===== src/rtl/alu_pkg.sv =====
// Shared constants and state encoding for the BCD conversion stage that
// follows the ALU.
package alu_pkg;

    // Binary operand width and number of packed BCD output digits.
    localparam int DATA_W     = 8;
    localparam int BCD_DIGITS = 3;

    // One double-dabble step per operand bit.
    localparam int STEP_COUNT = 8;

    // Width of the step counter; wide enough to hold STEP_COUNT.
    localparam int CNT_W      = 4;

    // Converter FSM states.
    typedef enum logic [1:0] {
        IDLE  = 2'd0,
        SHIFT = 2'd1,
        DONE  = 2'd2
    } state_t;

endpackage : alu_pkg


===== src/rtl/bcd_add3.sv =====
// Double-dabble digit correction: adds 3 to a BCD digit that is 5 or more,
// so the following left shift carries correctly into the next digit.
module bcd_add3 (
    input  logic [3:0] i_digit,
    output logic [3:0] o_digit
);

    assign o_digit = (i_digit >= 4'd5) ? (i_digit + 4'd3) : i_digit;

endmodule : bcd_add3


===== src/rtl/bin2bcd_seq.sv =====
// Sequential 8-bit binary to 3-digit packed BCD converter.
// A start seen in IDLE captures the operand and flags, eight shift-add-3
// steps follow, and one DONE cycle presents the new result with a pulse.
// Outputs hold the last completed conversion until the next one finishes.
module bin2bcd_seq #(
    parameter int DATA_W     = alu_pkg::DATA_W,
    parameter int BCD_DIGITS = alu_pkg::BCD_DIGITS
) (
    input  logic                    clk,
    input  logic                    reset_n,
    input  logic                    start,
    input  logic [DATA_W-1:0]       result,
    input  logic                    sign,
    input  logic                    overflow,
    output logic                    ready,
    output logic                    done,
    output logic [4*BCD_DIGITS-1:0] bcd,
    output logic                    bcd_sign,
    output logic                    bcd_ovf
);

    import alu_pkg::*;

    localparam int BCD_W = 4 * BCD_DIGITS;

    // Registered state.
    state_t             r_state;
    logic [DATA_W-1:0]  r_operand;
    logic [BCD_W-1:0]   r_scratch;
    logic [CNT_W-1:0]   r_count;
    logic               r_sign;
    logic               r_ovf;
    logic [BCD_W-1:0]   r_bcd;
    logic               r_bcd_sign;
    logic               r_bcd_ovf;

    // Combinational next values.
    state_t                  w_state_next;
    logic [DATA_W-1:0]       w_operand_next;
    logic [BCD_W-1:0]        w_scratch_next;
    logic [CNT_W-1:0]        w_count_next;
    logic [BCD_W-1:0]        w_scratch_adj;
    logic [BCD_W+DATA_W-1:0] w_shifted;
    logic                    w_capture;
    logic                    w_load_out;

    // One add-3 corrector per scratch digit.
    for (genvar g = 0; g < BCD_DIGITS; g++) begin : g_digit
        bcd_add3 u_add3 (
            .i_digit (r_scratch[4*g +: 4]),
            .o_digit (w_scratch_adj[4*g +: 4])
        );
    end

    // Corrected scratch and operand shifted left together by one bit.
    assign w_shifted = {w_scratch_adj, r_operand} << 1;

    // Next-state, capture and double-dabble step logic.
    always_comb begin
        // NOTE: every signal gets a default before the case so no path leaves one unassigned (no latch).
        w_state_next   = r_state;
        w_operand_next = r_operand;
        w_scratch_next = r_scratch;
        w_count_next   = r_count;
        w_capture      = 1'b0;
        w_load_out     = 1'b0;

        case (r_state)
            IDLE: begin
                if (start) begin
                    w_capture      = 1'b1;
                    w_operand_next = result;
                    w_scratch_next = '0;
                    w_count_next   = '0;
                    w_state_next   = SHIFT;
                end
            end
            SHIFT: begin
                w_scratch_next = w_shifted[BCD_W+DATA_W-1:DATA_W];
                w_operand_next = w_shifted[DATA_W-1:0];
                w_count_next   = r_count + 1'b1;
                // The step taken on this edge is the last one.
                if (r_count == CNT_W'(STEP_COUNT - 1)) begin
                    w_load_out   = 1'b1;
                    w_state_next = DONE;
                end
            end
            DONE: begin
                w_state_next = IDLE;
            end
            default: begin
                w_state_next = IDLE;
            end
        endcase
    end

    // All registers; asynchronous active-low reset aborts any conversion.
    always_ff @(posedge clk or negedge reset_n) begin
        if (!reset_n) begin
            r_state    <= IDLE;
            r_operand  <= '0;
            r_scratch  <= '0;
            r_count    <= '0;
            r_sign     <= 1'b0;
            r_ovf      <= 1'b0;
            r_bcd      <= '0;
            r_bcd_sign <= 1'b0;
            r_bcd_ovf  <= 1'b0;
        end else begin
            // NOTE: non-blocking assignments so every register samples values from before this edge.
            r_state   <= w_state_next;
            r_operand <= w_operand_next;
            r_scratch <= w_scratch_next;
            r_count   <= w_count_next;
            if (w_capture) begin
                r_sign <= sign;
                r_ovf  <= overflow;
            end
            if (w_load_out) begin
                r_bcd      <= w_scratch_next;
                r_bcd_sign <= r_sign;
                r_bcd_ovf  <= r_ovf;
            end
        end
    end

    assign ready    = (r_state == IDLE);
    assign done     = (r_state == DONE);
    assign bcd      = r_bcd;
    assign bcd_sign = r_bcd_sign;
    assign bcd_ovf  = r_bcd_ovf;

endmodule : bin2bcd_seq

===== config.mk =====
export PLATFORM = sky130hd
export DESIGN_NAME = bin2bcd_seq
export DESIGN_NICKNAME = d
export VERILOG_FILES = /design/src/rtl/alu_pkg.sv /design/src/rtl/bcd_add3.sv /design/src/rtl/bin2bcd_seq.sv
export SDC_FILE = /design/constraint.sdc
export NUM_CORES = 1
export LEC_CHECK = 0
export ABC_AREA = 1
export BUFFER_PORTS_ARGS = -buffer_cell sky130_fd_sc_hd__buf_2
export CORE_ASPECT_RATIO = 0.8
export CORE_UTILIZATION = 56
export CTS_CLUSTER_DIAMETER = 80
export DETAILED_ROUTE_END_ITERATION = 10
export MAX_ROUTING_LAYER = met4
export PLACE_DENSITY = 0.79
export SYNTH_ARGS = -nofsm -noshare
export SYNTH_HDL_FRONTEND = slang
export SYNTH_SLANG_ARGS = --single-unit

===== constraint.sdc =====
create_clock -name clk -period 2 [get_ports clk]
set_clock_uncertainty 0.15 [all_clocks]
set_input_delay 0.2 -clock clk [delete_from_list [all_inputs] [get_ports clk]]
set_output_delay 0.2 -clock clk [all_outputs]
set_load 0.02 [all_outputs]

Yosys cells after proc, flatten, opt, wreduce, memory -nomap -nowiden:

Cells that the tools add are included.

* bits in registers: 42
* bits of input ports: 13
* output and inout port bits: 16
* logic and storage cells: 41

* add/sub/neg operators: 4
* $lt $le $gt $ge: 3
* equal/unequal tests: 5
* muxes and demuxes: 16
* reductions and logical operators: 4

Operator list (number)
* $pmux 12 s2: 1
* $pmux 8 s2: 1
* $ge 4x3->1 const B: 3
* $mux 12: 1
* $mux 4: 3
* $add 4x2->4 const B: 2
* $mux 8: 1
* $pmux 4 s2: 1
* $add 4x1->4 const B: 1
* $eq 4x3->1 const B: 1
* $mux 1: 4
* $mux 2: 2
* $ne 2x2->1 const B: 2
* $pmux 2 s2: 1
* $reduce_and 2->1: 2
* $add 3x2->3 const B: 1
* $mux 3: 1
* $eq 2x1->1 const B: 1
* $eq 2x2->1 const B: 1
* $logic_not 2->1: 1
* $reduce_bool 2->1: 1

Longest topological paths before layout:

Gate-level depths: netlist of run 1.

* depth after elaboration: 3
* gate-level depth with buffers: 11
* depth with buffers taken out: 11

Hierarchy:

Synthesis of run 1 repeated with hierarchy kept, for this count alone.

* cells, all modules: 277
* area total of the unflattened synthesis: 2252.2 sq um

Modules (own cells, without submodules)
* bin2bcd_seq: times used 1, cells each 208, area an instance 1846.8 sq um, sequential area each 1051.0 sq um
* bcd_add3: times used 3, cells each 23, area an instance 135.1 sq um, sequential area each 0.0 sq um

Worst setup path after synthesis of run 1:

No wires, ideal clock.

* kind: register to register
* from: reg r_count[0]
* to: reg r_bcd[1], in the netlist bcd[1]
* library setup time: 0.116 ns
* arrival time: 1.176 ns
* required time: 1.734 ns
* slack: 0.557 ns
* stages on the path, launching flop included: 9
* path buffers: 1
* clock period less this slack: 1.443 ns
* path through: dfrtp_1 -> ha_1 -> nand2_1 -> nor2_1 -> nand2_1 -> inv_2 -> buf_4 -> nand2_1 -> nand2_1

* cells in the longest elaborated chain, start to end: 3

Ends and longest elaborated chain
* from (decl): line bin2bcd_seq.sv:30 `logic [CNT_W-1:0] r_count;`
* from (signal assigned): line bin2bcd_seq.sv:114 `r_count <= w_count_next;`
* $eq 4x3->1: line bin2bcd_seq.sv:83 `if (r_count == CNT_W'(STEP_COUNT - 1)) begin`
* $mux 1: line bin2bcd_seq.sv:83
* $mux 1: line bin2bcd_seq.sv:68 `case (r_state)`
* to (signal assigned): line bin2bcd_seq.sv:120 `r_bcd <= w_scratch_next;`
* to (decl): line bin2bcd_seq.sv:33 `logic [BCD_W-1:0] r_bcd;`

Every way passes these cells.
A chain may end at the register's enable or synchronous reset.

Worst setup path in the final report of run 1:

* from: reg r_state[1]
* to: reg r_bcd[4], in the netlist bcd[4]

* cells in the longest elaborated chain, start to end: 2
* elaborated cells between the ends (all ways): 4
* those cells by class: eq/ne: 1; mux: 2; reduce/logical: 1

Ends and longest elaborated chain
* from (decl): line bin2bcd_seq.sv:27 `state_t r_state;`
* from (signal assigned): line bin2bcd_seq.sv:111 `r_state <= w_state_next;`
* $eq 2x1->1 / $logic_not 2->1 (equally long branches): line bin2bcd_seq.sv:68
* $pmux 12 s2 (*): line bin2bcd_seq.sv:68
* net w_scratch_next[4]: line bin2bcd_seq.sv:40 `logic [BCD_W-1:0] w_scratch_next;`

The timed path passes the listed nets; every way through them passes the cells marked *.

==> parameters.txt, run 1 <==
Parameter                              Value

Yosys
  Count of warnings emitted by yosys    0
  Post-Syn Instances    236
  Number of library cell types mapped by synthesis    23
  List of most frequent post-synthesis cells    nand2_1, dfrtp_1, inv_1
  Synthesized net count    256
  Number of flops mapped to enable cells by yosys    0
  Biggest area consumer among synthesized cells    dfrtp_1
  Synth async-reset ratio    100%
  Flops & latches, synth    42
  Most common cell in the netlist    nand2_1
  Proportion of netlist area held by the largest area contributor    51.2%
  Cells taking the most area after synthesis    dfrtp_1, nand2_1, ha_1
  Cell area after synthesis    2050 um^2
  Most common flop cell mapped by yosys    dfrtp_1
  Average footprint of a synthesized cell    8.71 um^2
  Sequential cell area fraction in the yosys report    51.2%

Power
  Leak Pwr    1.27 nW
  Part of the power in combinational logic    48.5%
  Clock group share of total power    13.1%
  Fraction of power spent switching nets    44.6%
  Power Internal    0.00218 W
  Power density relative to cell area    1670 nW/um^2
  Sequential share of power    38.4%
  Net Switching    0.00175 W
  Peak supply drop    1.07 mV

Global routing
  Antenna violations before repair    0
  Via count of the first global-routing pass    1568
  Largest net degree at the start of global routing    43
  Overflow after GRT    0
  Global-route wire length before repair    7.20 mm
  Combined global-route utilization of all metal layers    25.1%

Worst setup path
  Cells traversed along the worst timing path    nor2_8 > inv_4 > nand2_4 > inv_4 > nand2_1 > o21ai_1 > nand2_1 > nand2_1
  Crit Path Max Fanout    12
  WP buf/inv    2
  Beginning of the critical path    r_state[1]
  Required time reported for the critical path endpoint    2.05 ns
  Kind of cell with the highest combined delay on the critical path    simple AND/OR/NAND/NOR gates
  Crit path capture type    register
  Most frequent CP cell    nand2_1
  Crit Path Class    reg2reg
  Critical Path Slowest Stage Cell    dfrtp_1
  Peak per-stage delay on the critical path    0.45 ns
  R2r worst-path depth    8
  Number of cells on the critical path    8
  Reg-to-Reg Start    r_state[1]
  Kind of start point of the critical path    register
  Worst endpoint data arrival time    1.62 ns

Final layout
  Area added between synthesis and finish    14.4%
  Footprint of the multi-input gates    856 um^2
  Non-filler cells, final    315
  Final Util    67.7%
  Layout fillers    293
  Layout net count    293
  Share of final-layout standard cells stronger than drive strength 1    22.3%
  Sequential standard cell area    1050 um^2
  Antenna cell count    0

Floorplan
  # IOs    29
  Floorplan die area    3920 um^2
  Die extent in x    69.7 um
  Initial core utilization    59.2%
  Height of the chip    56.2 um
  Count of standard-cell rows    19
  Area of the core    3470 um^2

Routing
  Post-route DRC violation count    0
  Final wirelength    4.01 mm
  Detailed router's first-iteration violation count    106
  Detailed-route wire length per cell    12.7 um
  Via density per instance    5.26
  Number of vias after detailed routing    1657
  DRT Pass-1 Iters    4
  Count of nets left with antenna violations after detail routing    0

Placement
  Post-detail-place hpwl    2.81 mm
  Count of input and output buffers    28
  Final RePlAce weighted congestion    0.835
  Placed insts    304

Timing
  Period utilization    78.9%
  Finish-stage setup viols    0
  TNS Setup    0 ns
  Hold Fails Final Rpt    0
  Minimum period implied by the final worst setup slack    1.58 ns
  Relative slew slack    75.8%
  Worst Hold Margin    0.0572 ns
  Number of max-slew violations in the final report    0
  Fmax    634 MHz
  Actual transition at the worst max-transition pin    0.362 ns
  Unrepaired setup endpoints after global routing    false

CTS
  Number of buffers inserted to repair setup after CTS    0
  Insertion delay to the later sink of the worst-skew pair    0.30 ns
  TritonCTS clock tree    yes
  Clk root buf    clkbuf_8
  H-Tree Depth    2
  Clk sink count    42
  Clock-pin slew on the worst setup and hold paths    0.07 ns
  Clock Tree Buf Depth    2
  Inserted Clock Buffers    5

Worst hold path
  Startpoint of the lowest-slack hold path    result[4]
  HP Class    in2reg
  Cells on Worst Hold Path    3

Status
  Result of the run    completed

Run
  Max Cap Viol    0
## cell families (layout without fill, tap and decap cells)
| family | Yosys count | in the layout | share of synthesized area [%] |
|---|---|---|---|
| muxes | 1 | 1 | 0.487 |
| buffers and inverters | 29 | 66 | 7.19 |
| and+or+nand+nor | 125 | 125 | 27.2 |
| AOI/OAI and AO/OA | 32 | 32 | 9.74 |
| DFF | 42 | 42 | 51.2 |
| adders and majority gates | 7 | 7 | 4.26 |
## final cells by class
type	count	share of cell area, %
flip-flops and latches	42	44.7
clock buffers	7	3.25
repair buffers	36	9.48
well taps	42	2.24
multi-input cells	165	36.4
inverters	23	3.89
## power groups by stage
stage,clock network (W),logic [W],registers (W)
2_1_floorplan,0,0.00133,0.00163
3_3_place_gp,0,0.00184,0.00151
3_5_place_dp,0,0.00189,0.00152
4_1_cts,0.000521,0.00190,0.00151
5_1_grt,0.000557,0.00218,0.00156
6_report,0.000515,0.00190,0.00151
## path summary, 6_finish.rpt
check / endpoint / slack (ns)
hold / removal: r_operand[4] / 0.06
max in group asynchronous: r_operand[7] / 1.26
hold reg to reg: bcd[5] / 0.33
setup reg to reg: bcd[4] / 0.42
setup / recovery: bcd[4] / 0.42
min in group asynchronous: bcd[8] / 0.24
## layout by cell type, fill, tap and decap left out, types with 4 or more instances in the layout
master,n
a21oi_1,10
buf_2,28
clkbuf_8,5
dfrtp_1,42
dlygate4sd3_1,4
ha_1,7
inv_1,18
nand2_1,82
nand2_2,12
nand3_1,12
nand4_1,5
nor2_1,11
o21ai_0,13
o22ai_2,4
## worst register-to-register path, cell delays in order (launching register included)
cell and delay [ns]:
dfrtp_1 0.45, nor2_8 0.23, inv_4 0.09, nand2_4 0.17, inv_4 0.13, nand2_1 0.08, o21ai_1 0.07, nand2_1 0.07
nand2_1 0.05
## registers in the layout, summed over array words and instances, names as in the netlist
| signal | count |
|---|---|
| bcd | 12 |
| r_scratch | 12 |
| r_operand | 8 |
| r_count | 4 |
| r_state | 2 |
| bcd_ovf | 1 |
| bcd_sign | 1 |
| r_ovf | 1 |
| r_sign | 1 |
## stage by stage
step	power [W]	setup WS (ns)	instance area (um^2)
after global routing	0.00430	0.279	2350
final	0.00393	0.422	2350
after CTS	0.00393	0.419	2350
after detailed placement	0.00341	0.433	2230
after floorplan	0.00296	0.557	2050
after global placement	0.00334	0.478	2230
## what timing repair did
item | 4_1_cts | 5_1_grt
gates resized for setup | 0 | 0
endpoints found under the hold margin | 45 | 0
hold buffers | 4 | 0
## per-layer routing
layer | wire length (um) | vias up | share of wire [%] | GRT usage [%]
li1 | - | 829 | - | -
met1 | 1890 | 777 | 47 | 34.2
met2 | 1780 | 46 | 44 | 35.9
met3 | 268 | 5 | 6.7 | 7.79
met4 | 65 | 0 | 1.6 | 8.57
met5 | 0 | - | 0 | -
(Power assumes the default switching activity.)
==> run 2: changes to the inputs <==
Settings changed: ABC_AREA 1 to 0.
Clock period 2 ns to 1.59 ns, I/O delays scaled along.
==> run 2 against run 1 <==
Highest routed layer unchanged. Via count grew 2.2%. Sequential share of layout area shrank 7.1 points. The run now ends with hold timing, setup timing left. Sequential power grew 34%. Maximum frequency shrank 5.4%. Non-clock buffer count grew 35. Hold slack lost 0.064 ns. Wire length grew 38%.
==> parameters.txt, run 2 <==
Parameter                              Value

Worst setup path
  Cells traversed along the worst timing path    inv_2 > ha_2 > nand2b_4 > nor3b_1 > a21oi_1 > o21ai_0
  Required time reported for the critical path endpoint    1.63 ns (-0.42 ns)
  Beginning of the critical path    r_scratch[5]
  FF-to-FF End    r_scratch[8]
  Crit path capture type    register
  Crit Path Max Fanout    3 (-9)
  Peak per-stage delay on the critical path    0.41 ns (-0.04 ns)
  Minimum setup slack among reg-to-reg paths    -0.08 ns (-0.50 ns)
  R2r worst-path depth    6 (-2)
  Worst endpoint data arrival time    1.71 ns (+0.09 ns)
  Kind of start point of the critical path    register
  Reg-to-Reg Start    r_scratch[5]
  Critical Path Slowest Stage Cell    dfrtp_1
  Crit Path Class    reg2reg

Yosys
  Dominant combinational cell family by area after synthesis    simple AND/OR/NAND/NOR gates
  Most common cell in the netlist    dfrtp_1
  Cells taking the most area after synthesis    dfrtp_1, mux2_2, mux2i_1
  Synthesized net count    198 (-23%)
  Number of flops mapped to enable cells by yosys    0 (unchanged)
  Proportion of netlist area held by the largest area contributor    52.8% (+1.6 points)
  Sequential cell area fraction in the yosys report    52.8% (+1.6 points)
  List of most frequent post-synthesis cells    dfrtp_1, nand2_1, o21ai_0
  Post-Syn Instances    178 (-25%)
  Number of library cell types mapped by synthesis    32 (+39%)
  Parity-gate share of the synthesized area counting xor and xnor cells    1.32% (+1.3 points)
  Count of warnings emitted by yosys    0 (unchanged)
  Cell area after synthesis    1990 um^2 (-3.0%)
  Post-synthesis share of cell area spent on and, or, nand and nor gates    13.2% (-14 points)
  Average footprint of a synthesized cell    11.2 um^2 (+29%)
  Post-synthesis compound-gate area fraction    11.9% (+2.2 points)
  Synth async-reset ratio    100% (unchanged)
  Multiplexer share of the synthesized area    11.6% (+11 points)
  Flops & latches, synth    42 (unchanged)
  Most common flop cell mapped by yosys    dfrtp_1
  Adder and majority cell fraction of the synthesized area    4.40% (+0.13 points)
  Biggest area consumer among synthesized cells    dfrtp_1

Routing
  Final wirelength    5.54 mm (+38%)
  DRT Pass-1 Iters    4 (unchanged)
  Count of nets left with antenna violations after detail routing    0 (unchanged)
  Via density per instance    5.86 (+11%)
  Detailed router's first-iteration violation count    103 (-2.8%)
  Post-route DRC violation count    0 (unchanged)
  Detailed-route wire length per cell    19.2 um (+50%)
  Number of vias after detailed routing    1694 (+2.2%)

Timing
  Period utilization    105% (+26 points)
  Final Worst Setup Slack    -0.0782 ns (-0.500 ns)
  Number of max-slew violations in the final report    0 (unchanged)
  TNS Setup    -0.601 ns (-0.601 ns)
  Minimum period implied by the final worst setup slack    1.67 ns (+0.0899 ns)
  Actual transition at the worst max-transition pin    0.522 ns (+0.161 ns)
  Unrepaired setup endpoints after global routing    true
  Finish-stage setup viols    13 (+13)
  Worst Hold Margin    -0.00712 ns (-0.0643 ns)
  Hold Fails Final Rpt    2 (+2)
  Fmax    599 MHz (-5.4%)
  Relative slew slack    65.2% (-11 points)

Placement
  Post-detail-place hpwl    2.78 mm (-0.88%)
  Final RePlAce weighted congestion    0.823 (-1.4%)
  Count of input and output buffers    28 (unchanged)

Final layout
  Share of final-layout standard cells stronger than drive strength 1    47.4% (+25 points)
  Sequential standard cell area    1050 um^2 (+0.24%)
  Layout fillers    160 (-45%)
  Final Util    86.3% (+19 points)
  Leading cell types in the layout, fill and taps excluded    dfrtp_1, buf_4, buf_2
  Area added between synthesis and finish    40.5%
  Antenna cell count    0 (unchanged)
  Footprint of the multi-input gates    1020 um^2 (+20%)
  Most common library cell in the layout ignoring fill and taps    dfrtp_1
  Layout net count    268 (-8.5%)

Power
  Power Internal    0.00395 W (+81%)
  Sequential share of power    30.4% (-8.0 points)
  Fraction of power spent switching nets    40.5% (-4.1 points)
  Part of the power in combinational logic    57.2% (+8.7 points)
  Leak Pwr    1.38 nW (+8.7%)
  Clock group share of total power    12.4% (-0.7 points)
  Power, Total    0.00663 W (+69%)
  Peak supply drop    1.60 mV (+50%)
  Power density relative to cell area    2370 nW/um^2 (+42%)
  Net Switching    0.00269 W (+53%)

Status
  Violated checks    hold timing, setup timing
  Result of the run    finished with violations

CTS
  Inserted Clock Buffers    5 (unchanged)
  Clock Tree Buf Depth    2 (unchanged)
  TritonCTS clock tree    yes
  H-Tree Depth    2 (unchanged)
  Insertion delay to the later sink of the worst-skew pair    0.31 ns (about the same)
  Clk root buf    clkbuf_8
  Clk sink count    42 (unchanged)
  Clock-pin slew on the worst setup and hold paths    0.08 ns (about the same)

Floorplan
  Height of the chip    55.3 um (-1.5%)
  Area of the core    3240 um^2 (-6.6%)
  # IOs    29 (unchanged)
  Count of standard-cell rows    18 (-1)
  Initial core utilization    61.4% (+2.2 points)
  Floorplan die area    3800 um^2 (-2.9%)
  Die extent in x    68.7 um (-1.5%)

Global routing
  Via count of the first global-routing pass    1686 (+7.5%)
  Combined global-route utilization of all metal layers    28.4% (+3.3 points)
  Global-route wire length before repair    7.44 mm (+3.3%)
  Antenna violations before repair    0 (unchanged)
  Overflow after GRT    0 (unchanged)
  Largest net degree at the start of global routing    43 (unchanged)

Worst hold path
  Cells on Worst Hold Path    3 (unchanged)
  HP Class    in2reg
  Worst Hold Path EP    r_operand[4]
  Startpoint of the lowest-slack hold path    result[4]

Run
  Max Cap Viol    0 (unchanged)
run 2: cell count changes after synthesis, moves of 4 or more:
cell     delta
nand4_1     -5
nand2_2    -12
mux2_2      +9
o21ai_0     +5
inv_1      -12
nand2_1    -59
mux2i_1     +9
o22ai_2     -4
nand3_1     -8
run 2: power by group through the flow:
stage                     sequential (W)  combinational [W]  clock, W
after floorplan                  0.00207            0.00163         0
after global placement           0.00188            0.00259         0
after detailed placement         0.00193            0.00272         0
after CTS                        0.00193            0.00303  0.000817
after global routing             0.00206            0.00408  0.000861
final                            0.00202            0.00380  0.000819
run 2: final cells by class:
cell class	count	share of cell area [%]
inverter	6	0.805
timing repair buffer	71	19.2
sequential	42	37.6
multi-input combinational	122	36.6
tap	40	1.79
clock buffer	8	3.93
run 2: critical path: cells and delay by family (launching register included):
kind | cells | cell delay (ns)
flops | 1 | 0.41
buf+inv | 1 | 0.11
fa+ha+maj | 1 | 0.16
simple gates | 2 | 0.36
compound gates | 2 | 0.38
run 2: cell families (layout without fill, tap and decap cells):
logic type | Yosys count | count (layout)
buf+inv | 14 | 85
mux | 21 | 21
compound gates | 40 | 40
xor+xnor | 3 | 3
flops | 42 | 42
simple gates | 51 | 51
fa+ha+maj | 7 | 7
run 2: worst max path at each step:
stage              endpoint  cells past startpoint
2_1_floorplan        bcd[6]                      6
3_3_place_gp         bcd[2]                      5
3_5_place_dp         bcd[2]                      5
4_1_cts              bcd[0]                      5
5_1_grt             bcd[11]                      7
6_report       r_scratch[8]                      6
run 2: routing by layer:
metal	vias to the layer above	global-route usage, %	wire (um)
met4	0	19.6	223
met2	69	44.4	2790
met3	23	8.06	340
li1	757	-	-
met5	-	-	0
met1	845	30.2	2180
run 2: metrics by stage:
stage	worst slack [ns]	cell area, um^2	std cells	hold slack [ns]
3_3_place_gp	-0.0132	2320	263	0.0947
5_1_grt	-0.143	2800	289	0.0263
4_1_cts	-0.0365	2580	280	0.00341
2_1_floorplan	0.00394	1990	178	-0.287
6_report	-0.0782	2800	289	-0.00712
3_5_place_dp	-0.114	2320	263	0.102
run 2: timing repair:
item / in CTS / in global routing
buffers inserted: 3 / 8
setup endpoints to repair: 16 / 31
pin swaps: 6 / 12
gates resized for setup: 19 / 41
gates cloned: 1 / 1
hold endpoints to repair: 46 / 0
hold buffers: 5 / 0
